`src/rtl/hazard_ctrl.sv`:
```
// Pipeline hold/flush/bubble generator: load-use detection, jump/branch squash, memory-wait freeze.
// Optional macro HAZARD_PERF_CNT_EN adds saturating stall/flush/wait performance counters.
module hazard_ctrl #(
   parameter int unsigned MEM_TIMEOUT = 16,
   parameter int unsigned CNT_W       = 5
) (
   input  logic       clk,
   input  logic       rst,
   input  logic [4:0] id_rs1_addr,
   input  logic [4:0] id_rs2_addr,
   input  logic       id_use_rs1,
   input  logic       id_use_rs2,
   input  logic [4:0] ex_rd_addr,
   input  logic       ex_mem_read,
   input  logic       ex_reg_write,
   input  logic       jb,
   input  logic       mem_req,
   input  logic       mem_ready,
   output logic       pc_hold,
   output logic       if_id_hold,
   output logic       if_id_flush,
   output logic       id_ex_hold,
   output logic       id_ex_stall,
   output logic       ex_mem_hold,
   output logic       mem_err
`ifdef HAZARD_PERF_CNT_EN
   ,
   output logic [31:0] stall_cycles,
   output logic [31:0] flush_count,
   output logic [31:0] wait_cycles
`endif
);

   typedef enum logic [1:0] {S_RUN = 2'd0, S_WAIT = 2'd1, S_ERR = 2'd2} state_t;

   localparam bit               WDOG_EN   = (MEM_TIMEOUT != 0);
   localparam logic [CNT_W-1:0] TIMEOUT_C = CNT_W'(MEM_TIMEOUT);
   localparam logic [CNT_W-1:0] CNT_ONE   = CNT_W'(1);
   localparam logic [CNT_W-1:0] CNT_ZERO  = {CNT_W{1'b0}};
   localparam logic [CNT_W-1:0] CNT_MAX   = {CNT_W{1'b1}};

   state_t           state_r, state_n;
   logic [CNT_W-1:0] wait_cnt_r, wait_cnt_n;
   logic             jb_pending_r, jb_pending_n;
   logic             freeze_s, flush_now_s, load_use_s, rs1_hit_s, rs2_hit_s;

   always_comb begin
      freeze_s    = (state_r == S_ERR) | (mem_req & ~mem_ready);
      flush_now_s = ~freeze_s & (jb | jb_pending_r);
      rs1_hit_s   = id_use_rs1 & (id_rs1_addr == ex_rd_addr);
      rs2_hit_s   = id_use_rs2 & (id_rs2_addr == ex_rd_addr);
      load_use_s  = ~freeze_s & ~flush_now_s & ex_mem_read & ex_reg_write
                    & (ex_rd_addr != 5'd0) & (rs1_hit_s | rs2_hit_s);
   end

   // Outputs are combinational but forced low for the whole time rst is asserted.
   always_comb begin
      pc_hold     = 1'b0;
      if_id_hold  = 1'b0;
      if_id_flush = 1'b0;
      id_ex_hold  = 1'b0;
      id_ex_stall = 1'b0;
      ex_mem_hold = 1'b0;
      mem_err     = 1'b0;
      if (rst) begin
         pc_hold = 1'b0;
      end else begin
         pc_hold     = freeze_s | load_use_s;
         if_id_hold  = freeze_s | load_use_s;
         if_id_flush = flush_now_s;
         id_ex_hold  = freeze_s;
         id_ex_stall = flush_now_s | load_use_s;
         ex_mem_hold = freeze_s;
         mem_err     = (state_r == S_ERR);
      end
   end

   always_comb begin
      state_n    = state_r;
      wait_cnt_n = wait_cnt_r;
      case (state_r)
         S_RUN: begin
            if (mem_req & ~mem_ready) begin
               state_n    = S_WAIT;
               wait_cnt_n = CNT_ONE;
            end else begin
               state_n = S_RUN;
            end
         end
         S_WAIT: begin
            if (~mem_req | mem_ready) begin
               state_n    = S_RUN;
               wait_cnt_n = CNT_ZERO;
            end else if (WDOG_EN && (wait_cnt_r == TIMEOUT_C)) begin
               state_n = S_ERR;
            end else if (wait_cnt_r != CNT_MAX) begin
               wait_cnt_n = wait_cnt_r + CNT_ONE;
            end else begin
               wait_cnt_n = wait_cnt_r;
            end
         end
         S_ERR: begin
            state_n = S_ERR;
         end
         default: begin
            state_n    = S_RUN;
            wait_cnt_n = CNT_ZERO;
         end
      endcase
      // A redirect seen while frozen is remembered once and replayed when the pipe moves.
      if (flush_now_s) begin
         jb_pending_n = 1'b0;
      end else if (jb & freeze_s & (state_r != S_ERR)) begin
         jb_pending_n = 1'b1;
      end else begin
         jb_pending_n = jb_pending_r;
      end
   end

   always_ff @(posedge clk) begin
      if (rst) begin
         state_r      <= S_RUN;
         wait_cnt_r   <= CNT_ZERO;
         jb_pending_r <= 1'b0;
      end else begin
         state_r      <= state_n;
         wait_cnt_r   <= wait_cnt_n;
         jb_pending_r <= jb_pending_n;
      end
   end

`ifdef HAZARD_PERF_CNT_EN
   function automatic logic [31:0] sat_inc(input logic [31:0] v, input logic en);
      if (en && (v != 32'hFFFF_FFFF)) begin
         return v + 32'd1;
      end else begin
         return v;
      end
   endfunction

   always_ff @(posedge clk) begin
      if (rst) begin
         stall_cycles <= 32'd0;
         flush_count  <= 32'd0;
         wait_cycles  <= 32'd0;
      end else begin
         stall_cycles <= sat_inc(stall_cycles, load_use_s);
         flush_count  <= sat_inc(flush_count, flush_now_s);
         wait_cycles  <= sat_inc(wait_cycles, freeze_s & (state_r != S_ERR));
      end
   end
`endif

endmodule

```
`config.mk`:
```
export PLATFORM = sky130hd
export DESIGN_NAME = hazard_ctrl
export DESIGN_NICKNAME = d
export VERILOG_FILES = /design/src/rtl/hazard_ctrl.sv
export SDC_FILE = /design/constraint.sdc
export NUM_CORES = 1
export LEC_CHECK = 0
export ABC_AREA = 1
export CAP_MARGIN = 10
export CORE_ASPECT_RATIO = 0.7
export CORE_MARGIN = 2
export CORE_UTILIZATION = 30
export CTS_CLUSTER_DIAMETER = 200
export DETAILED_ROUTE_END_ITERATION = 8
export GPL_TIMING_DRIVEN = 0
export HOLD_SLACK_MARGIN = 0.06
export SETUP_SLACK_MARGIN = 0.3
export SYNTH_ARGS = -nofsm -noshare
export SYNTH_HDL_FRONTEND = slang
export SYNTH_SLANG_ARGS = --single-unit
```
`constraint.sdc`:
```
create_clock -name clk -period 2.7 [get_ports clk]
set_input_delay 0.54 -clock clk [delete_from_list [all_inputs] [get_ports clk]]
set_output_delay 0.54 -clock clk [all_outputs]
set_load 0.02 [all_outputs]
```
Word level (Yosys, flattened, before mapping)

Index checks and enable logic that the tools add are counted.

Add/sub/neg operators: 1
Eq/ne operators: 11
Mux-type cells: 14
Bitwise logic cells: 22
Reductions and logical operators: 4

Operators with widths:

| operator                                                         | count |
|---|---|
| 5-bit two-way mux                                                | 4 |
| 5-bit case mux with 3 select lines                               | 1 |
| 1-bit bitwise AND                                                | 11 |
| 5-bit == test                                                    | 2 |
| 3-bit inequality test (second input constant)                    | 3 |
| 1-bit two-way mux                                                | 6 |
| 1-bit bitwise OR                                                 | 6 |
| 2-bit case mux with 3 select lines                               | 1 |
| 5-bit by 1-bit adder with 5-bit output (second input constant)   | 1 |
| 5-bit == test (second input constant)                            | 1 |
| 5-bit inequality test (second input constant)                    | 1 |
| 1-bit inverter                                                   | 5 |
| 5-bit nonzero test                                               | 1 |
| 2-bit two-way mux                                                | 2 |
| 2-bit inequality test (second input constant)                    | 2 |
| 4-bit AND reduction                                              | 1 |
| 2-bit by 1-bit == test with 1-bit output (second input constant) | 1 |
| 2-bit == test (second input constant)                            | 1 |
| 2-bit logical NOT                                                | 1 |
| 2-bit OR reduction                                               | 1 |

Register bits after elaboration: 8
Input bits: 24
Output and inout bits: 7
Word-level logic and storage cells: 55

Longest topological paths before layout

Gate-level depths: netlist (run 1).

Word-level depth: 13
Mapped depth: 11
Gate-level depth less buffers: 11

Least setup slack after synthesis (run 1)

OpenSTA, ideal clock, no wires.

Path type: input -> output
Start point: input rst
End point: output pc_hold
Arrival time: 1.354 ns
Data required time: 2.160 ns
Setup slack: 0.806 ns
Stages on the path: 6
Cell sequence: bufinv_8 -> nand4_1 -> nor3_1 -> nand2_1 -> nand2_1 -> buf_4

Longest elaborated chain between the ends: 1

RTL lines:

| item              | RTL line | source |
|---|---|---|
| from (decl)       | 8        | `input logic rst,` |
| 1-bit two-way mux | n/a      |  |
| to (decl)         | 19       | `output logic pc_hold,` |

No other way between the ends.

Final worst setup path (run 1)

Start point: input id_rs1_addr[1]
End point: output pc_hold

Longest elaborated chain between the ends: 6

RTL lines:

| item              | RTL line | source |
|---|---|---|
| from (decl)       | 9        | `input logic [4:0] id_rs1_addr,` |
| 5-bit == test     | 50       | `rs1_hit_s = id_use_rs1 & (id_rs1_addr == ex_rd_addr);` |
| 1-bit bitwise AND | 50       |  |
| 1-bit bitwise OR  | 53       | `& (ex_rd_addr != 5'd0) & (rs1_hit_s \| rs2_hit_s);` |
| 1-bit bitwise AND | 53       |  |
| 1-bit bitwise OR  | 68       | `pc_hold = freeze_s \| load_use_s;` |
| 1-bit two-way mux | 65       | `if (rst) begin` |

No other way between the ends.

==> key figures, run 1 <==
Synth
  • Largest area contributor in the netlist: nand2_1
  • Post-Syn Nets: 169
  • Top_reg_cell synth: dfxtp_1
  • Compound-Gate Fraction of Synth Area: 0.0717
  • Seq/Total Area, Yosys: 0.199
  • Top post-synthesis cells by area: nand2_1, dfxtp_1, inv_1
  • Adder and majority gate portion of the synthesized area: 0.0467
  • Synth warn: 0
  • Post-Synth XOR/XNOR Area: 0
  • Synthesized area: 803 um2
  • Flops & latches, synth: 8
  • Simple-gate share of the synthesized area: 0.506
  • Most instantiated cells after synthesis: nand2_1, inv_1, nor2_1
  • Largest family of logic cells by synthesized area: simple AND/OR/NAND/NOR gates
  • Syn_area_per_cell: 5.66 um2
  • Post-synth ARST share: 0
  • Cell count after synthesis: 142
  • Mux cell area share after synthesis: 0
  • Netlist cell types: 22
  • Post-synth EDFFs: 0
  • Cell with the most instances after synthesis: nand2_1
  • Synth top area share: 0.224

Worst hold path
  • Min-delay worst type: reg -> reg
  • Hold Crit Endpoint: jb_pending_r$_SDFFE_PP0P_
  • Hold Crit Depth: 2
  • Hold Path Origin: jb_pending_r$_SDFFE_PP0P_

Job
  • Max-Cap Viols: 0

Worst setup path
  • CP Buf/Inv Count: 4
  • Worst Setup Start Kind: primary input
  • Most frequent CP cell: nand2_1
  • Slowest library cell on the worst path: clkdlybuf4s50_1
  • Reg2Reg Depth: 11
  • Worst Path Max Fanout: 2
  • R2r startpoint: wait_cnt_r[1]$_SDFFE_PP0P_
  • Setup crit end kind: output port
  • CP max stage delay: 0.47 ns
  • CP Data Arrival Time: 1.82 ns
  • Crit path max-delay family: buffers and inverters
  • Cells along the critical path: clkdlybuf4s50_1 > inv_1 > nand2_1 > nand2_1 > nor2_1 > nand3_1 > nand2_1 > nand2_1 > nand2_1 > buf_4 > buf_4
  • Register-to-register path setup slack: 1.15 ns
  • Crit Path Category: in -> out
  • FF-to-FF End: wait_cnt_r[1]$_SDFFE_PP0P_
  • Required time of the critical path: 2.16 ns

Power and ir drop
  • Leakage: 0.690 nW
  • Design Power: 0.000408 W
  • VDD IR max: 0.198 mV
  • PwrDens: 344 nW/um2

Placement
  • Placed Instance Area: 1150 um2
  • GP Congestion: 0.782
  • Port-buffer cells: 30
  • Post-placement cell count: 206
  • DP HPWL: 1670 um

Timing
  • Fin crit period: 2.36 ns
  • F_max: 423 MHz
  • Post-route setup TNS: 0 ns
  • Final setup fails: 0
  • Final Max Slew Viols: 0
  • Slew HR: 0.853
  • Final Cycle Share: 0.875
  • Worst slew pin tran: 0.219 ns
  • RSZ-0062 raised after global routing: yes
  • Number of hold violations in the final report: 0
  • Worst clock skew: 0.00828 ns

Final layout
  • Post-route design area: 1180 um2
  • Filler cells: 272
  • Ratio of cells with drive above 1 in the final layout: 0.183
  • Non-Filler Instances: 209
  • Area growth syn-to-layout: 47.5%
  • Nets@finish: 204
  • Diode count: 0
  • Final Util: 0.475

Routing
  • DRT antenna net count: 0
  • WL final: 2000 um
  • Detailed-route vias per instance: 4.30
  • DRC viols: 0
  • DR pass1 iterations: 6
  • DR vias: 899
  • First DRT Iteration DRCs: 27
  • Wire per inst: 9.56 um

Floorplanning
  • Row count: 15
  • Die Y: 47.3 um
  • Initial Util: 0.322
  • Die span in x: 65.8 um
  • Core box area: 2500 um2
  • I/O pin total: 31
  • Die area: 3110 um2

Clocking
  • Latest clock arrival within the worst-skew pair: 0.23 ns
  • CTS sink cnt: 8
  • H-tree depth: 1
  • Root buffer cell: clkbuf_8
  • Clk buf depth: 2
  • Hold Buf Count CTS: 0
  • Num CTS Buffers: 3
  • CTS tree: done
  • CTS clk-pin slew, worst paths: 0.05 ns

GRT
  • Gr usage total: 0.139
  • Largest net degree at the start of global routing: 9
  • Gr ovfl total: 0
  • Initial antenna violation count: 0
  • Global-route wire length before repair: 3180 um
  • Vias in the first global route: 770

Run status
  • Outcome: finished, final reports clean
[area by class of cell]
class                      instances  area (um2)  area share
buffer                             2        15.0      0.0127
timing repair buffer              30         290       0.245
multi-input combinational        102         509       0.430
tap                               34        42.5      0.0359
clock buffer                       3        41.3      0.0348
sequential                         8         160       0.135
inverter                          30         126       0.107
[logic make-up after synthesis]
logic type	after synthesis
AOI/OAI and AO/OA	9
buffers and inverters	32
and+or+nand+nor	90
adders and majority gates	3
DFF	8
[worst max-delay path by stage]
stage,depth (start not counted),endpoint,from,slack [ns]
floorplan,6,pc_hold,rst,0.81
global placement,8,pc_hold,rst,-0.23
detailed placement,8,pc_hold,rst,-0.23
CTS,11,pc_hold,ex_rd_addr[1],0.24
global route,11,pc_hold,id_rs1_addr[1],0.27
finish,11,pc_hold,id_rs1_addr[1],0.34
[stage by stage]
| step | setup slack (ns) | hold WS (ns) |
|---|---|---|
| floorplan | 0.806 | 0.468 |
| global placement | -0.226 | 0.491 |
| detailed placement | -0.227 | 0.496 |
| CTS | 0.244 | 0.507 |
| global route | 0.266 | 0.538 |
| finish | 0.339 | 0.515 |
[placed cells by master, fill, tap and decap left out, types with 2 or more instances in the layout]
cell,netlist,layout
a21oi_1,4,4
buf_2,0,2
buf_4,2,3
clkbuf_2,0,2
clkbuf_8,0,3
clkdlybuf4s50_1,0,17
dfxtp_1,8,8
dlygate4sd2_1,0,2
dlymetal6s2s_1,0,6
ha_1,3,3
inv_1,20,20
inv_2,8,8
nand2_1,48,48
nand2_4,3,3
nand3_1,10,10
nand4_1,2,2
nor2_1,18,17
nor2_2,4,5
nor3_2,1,2
o21ai_1,2,2
[report_power, final]
group | internal [W] | switching [W]
Combinational | 0.0000626 | 0.0000648
Sequential | 0.000125 | 0.00000796
Clock | 0.0000969 | 0.0000501
Total | 0.000285 | 0.000123
[worst register-to-register path: cells and delay by family, from the launching register on]
family	cells	cell delay (ns)
flip-flops	1	0.41
AND/OR/NAND/NOR	6	0.53
buffers and inverters	3	0.14
adder cells (fa/ha/maj)	2	0.37
[registers in the layout, summed over array words and instances (netlist names)]
| register | cells |
|---|---|
| wait_cnt_r | 5 |
| jb_pending_r | 1 |
| state_r | 2 |
[layer usage]
layer  GRT usage  share of wire  up-vias
met5           0              0        -
li1            -              -      492
met4      0.0250              0        0
met1       0.189           0.51      394
met3      0.0504          0.042        0
met2       0.216           0.44       13
[timing repair]
item	4_1_cts	5_1_grt
setup endpoints to repair	6	5
gates resized for setup	17	12
buffers inserted	0	0
pin swaps	0	4
Note: power is estimated with default switching activity, not from simulation.
==> run 2: changes to the inputs <==
ABC_AREA = unset   (was 1)
CAP_MARGIN = unset   (was 10)
CORE_UTILIZATION = 34   (was 30)
PLACE_DENSITY = 0.68   (was unset)
==> run 2 against run 1 <==
Effect of this change: die area shrank 23%; utilization increased by 7.3 points; critical path type unchanged; sequential share of layout area is 2.0 points higher; combinational power is 27% lower.
==> key figures, run 2 <==
GRT
  • Global-route met2 utilization: 0.259 (+0.0429)
  • Gr usage total: 0.173 (+0.0338)
  • Met3 global-route usage: 0.0654 (+0.0151)
  • Largest net degree at the start of global routing: 11 (+2)
  • Initial antenna violation count: 0 (unchanged)
  • Met1 Use GR: 0.244 (+0.0552)
  • Gr ovfl total: 0 (unchanged)
  • Global-route wire length before repair: 3170 um (-0.41%)
  • Gr busiest metal: met2
  • Vias in the first global route: 691 (-10%)

Worst setup path
  • CP startpoint: ex_rd_addr[2]
  • CP Buf/Inv Count: 3 (-1)
  • R2r startpoint: wait_cnt_r[0]$_SDFFE_PP0P_
  • Setup crit end kind: output port
  • Register-to-register path setup slack: 0.93 ns (-0.22 ns)
  • CP max stage delay: 0.49 ns (+0.02 ns)
  • Worst Path Max Fanout: 3 (+1)
  • Worst Setup Start Kind: primary input
  • Crit Path Category: in -> out
  • Required time of the critical path: 2.16 ns (about the same)
  • Slowest library cell on the worst path: or4_4
  • Crit path max-delay family: buffers and inverters
  • CP Data Arrival Time: 1.87 ns (+0.05 ns)
  • Cells along the critical path: dlygate4sd2_1 > or4_4 > o211ai_2 > o21ai_2 > buf_4 > buf_6

Timing
  • Final worst slack: 0.295 ns (-0.0437 ns)
  • Min Hold Slack: 0.477 ns (-0.0379 ns)
  • Final Cycle Share: 0.891 (+0.0162)
  • Fin crit period: 2.41 ns (+0.0437 ns)
  • Worst clock skew: 0.00335 ns (-0.00493 ns)
  • Worst slew pin tran: 0.412 ns (+0.193 ns)
  • Number of hold violations in the final report: 0 (unchanged)
  • RSZ-0062 raised after global routing: yes
  • F_max: 416 MHz (-1.8%)
  • Post-route setup TNS: 0 ns (unchanged)
  • Final Max Slew Viols: 0 (unchanged)
  • Slew HR: 0.725 (-0.128)
  • Final setup fails: 0 (unchanged)

Synth
  • Top post-synthesis cells by area: dfxtp_1, xor2_1, ha_1
  • Post-Syn Nets: 108 (-36%)
  • Seq/Total Area, Yosys: 0.234 (+0.0342)
  • Synthesized area: 686 um2 (-15%)
  • Post-synth EDFFs: 0 (unchanged)
  • Post-synth ARST share: 0 (unchanged)
  • Most instantiated cells after synthesis: dfxtp_1, xor2_1, nor2_1
  • Largest area contributor in the netlist: dfxtp_1
  • Synth top area share: 0.234 (+0.00928)
  • Flops & latches, synth: 8 (unchanged)
  • Netlist cell types: 38 (+73%)
  • Top_reg_cell synth: dfxtp_1
  • Syn_area_per_cell: 8.46 um2 (+50%)
  • Cell count after synthesis: 81 (-43%)
  • Synth warn: 0 (unchanged)

Floorplanning
  • Row count: 13 (-2)
  • Die area: 2400 um2 (-23%)
  • Initial Util: 0.363 (+0.0416)
  • Die Y: 41.6 um (-12%)
  • Die span in x: 57.7 um (-12%)
  • Core box area: 1890 um2 (-24%)
  • I/O pin total: 31 (unchanged)

Worst hold path
  • Hold Path Origin: rst
  • Min-delay worst type: in -> reg

Final layout
  • Diode count: 0 (unchanged)
  • Filler cells: 189 (-31%)
  • Ratio of cells with drive above 1 in the final layout: 0.239 (+0.0561)
  • Commonest cells after routing, fill and taps aside: dlygate4sd2_1, clkdlybuf4s50_1, dfxtp_1, xor2_1
  • Area growth syn-to-layout: 50.7%
  • Multi-input logic area: 515 um2 (+1.2%)
  • Seq. cell area: 160 um2 (unchanged)
  • Biggest regs: wait_cnt_r: 5 flops, state_r: 2 flops, jb_pending_r: 1 flops
  • Final Util: 0.548 (+0.0731)
  • Most common cell after layout, fill and taps aside: dlygate4sd2_1
  • Biggest register: wait_cnt_r
  • Nets@finish: 142 (-30%)
  • Max reg flops: 5 (unchanged)

Routing
  • DRC viols: 0 (unchanged)
  • DR pass1 iterations: 4 (-2)
  • Detailed-route vias per instance: 5.17 (+20%)
  • DR vias: 698 (-22%)
  • WL final: 1890 um (-5.3%)
  • Wire per inst: 14.0 um (+47%)
  • DRT antenna net count: 0 (unchanged)
  • First DRT Iteration DRCs: 16 (-41%)

Clocking
  • CTS clk-pin slew, worst paths: 0.06 ns (about the same)
  • CTS sink cnt: 8 (unchanged)
  • H-tree depth: 1 (unchanged)
  • Root buffer cell: clkbuf_4
  • Hold Buf Count CTS: 0 (unchanged)
  • Clk buf depth: 2 (unchanged)
  • Num CTS Buffers: 3 (unchanged)
  • Latest clock arrival within the worst-skew pair: 0.26 ns (+0.03 ns)
  • CTS tree: done
  • Post-CTS setup buffers: 0 (unchanged)

Placement
  • Port-buffer cells: 29 (-3.3%)
  • Pre-CTS WS: -0.474 ns (-0.247 ns)
  • DP HPWL: 1540 um (-7.6%)
  • GP Congestion: 0.763 (-2.4%)

Job
  • Max-Cap Viols: 0 (unchanged)

Power and ir drop
  • Design Power: 0.000311 W (-24%)
  • Leakage: 0.428 nW (-38%)
  • VDD IR max: 0.270 mV (+37%)
  • PwrDens: 301 nW/um2 (-13%)

Run status
  • Outcome: finished, final reports clean
-- run 2: cell types whose count changed after synthesis, moves of 3 or more --
| cell | previous run | this run |
|---|---|---|
| xnor2_1 | 0 | 3 |
| nand2_1 | 48 | 1 |
| nand2b_1 | 0 | 3 |
| nor2_2 | 4 | 0 |
| nand2_4 | 3 | 0 |
| xor2_1 | 0 | 8 |
| inv_2 | 8 | 0 |
| inv_1 | 20 | 3 |
| nor2_1 | 18 | 5 |
| nand3_1 | 10 | 1 |
-- run 2: worst register-to-register path, stage by stage (launching register included) --
cell      delay [ns]
dfxtp_1         0.36
ha_1            0.24
and3_2          0.22
ha_1            0.25
nand2b_1        0.19
and2_2          0.19
o211ai_1        0.14
a21oi_1         0.08
-- run 2: what timing repair did --
item	CTS	global route
gates resized for setup	41	10
endpoints found under the setup margin	6	4
pin swaps	4	4
-- run 2: cell families (layout without fill, tap and decap cells) --
group	Yosys count	count (layout)	synth area share
fa+ha+maj	3	3	0.0548
compound gates	19	19	0.195
xor+xnor	11	11	0.141
simple gates	32	32	0.299
buf+inv	8	40	0.0766
flops	8	8	0.234
-- run 2: metrics by stage --
step | std cells | area (um2)
2_1_floorplan | 81 | 686
3_3_place_gp | 132 | 1000
3_5_place_dp | 132 | 1000
4_1_cts | 135 | 1030
5_1_grt | 135 | 1030
6_report | 135 | 1030
-- run 2: path summary, 6_finish.rpt --
path,end,cells past startpoint
hold reg to reg,jb_pending_r$_SDFFE_PP0P_,2
setup / recovery,pc_hold,6
hold / removal,wait_cnt_r[4]$_SDFFE_PP0P_,2
setup reg to reg,wait_cnt_r[2]$_SDFFE_PP0P_,7
-- run 2: cell type report --
class / count / area share
plain buffers: 5 / 0.0400
repair buffers: 29 / 0.247
multi-input cells: 65 / 0.499
flip-flops and latches: 8 / 0.155
well taps: 22 / 0.0266
inverters: 3 / 0.0109
clock buffers: 3 / 0.0218
-- run 2: report_power, final --
part	total (W)	internal, W	leakage (nW)	switching [W]
Combinational	0.0000921	0.0000501	0.349	0.0000420
Sequential	0.000124	0.000121	0.0649	0.00000360
Clock	0.0000944	0.0000511	0.0138	0.0000434
-- run 2: layer usage --
layer / part of all wire / vias up
met5: 0 / -
met4: 0 / 0
met3: 0.047 / 0
met2: 0.46 / 16
met1: 0.49 / 321
li1: - / 361
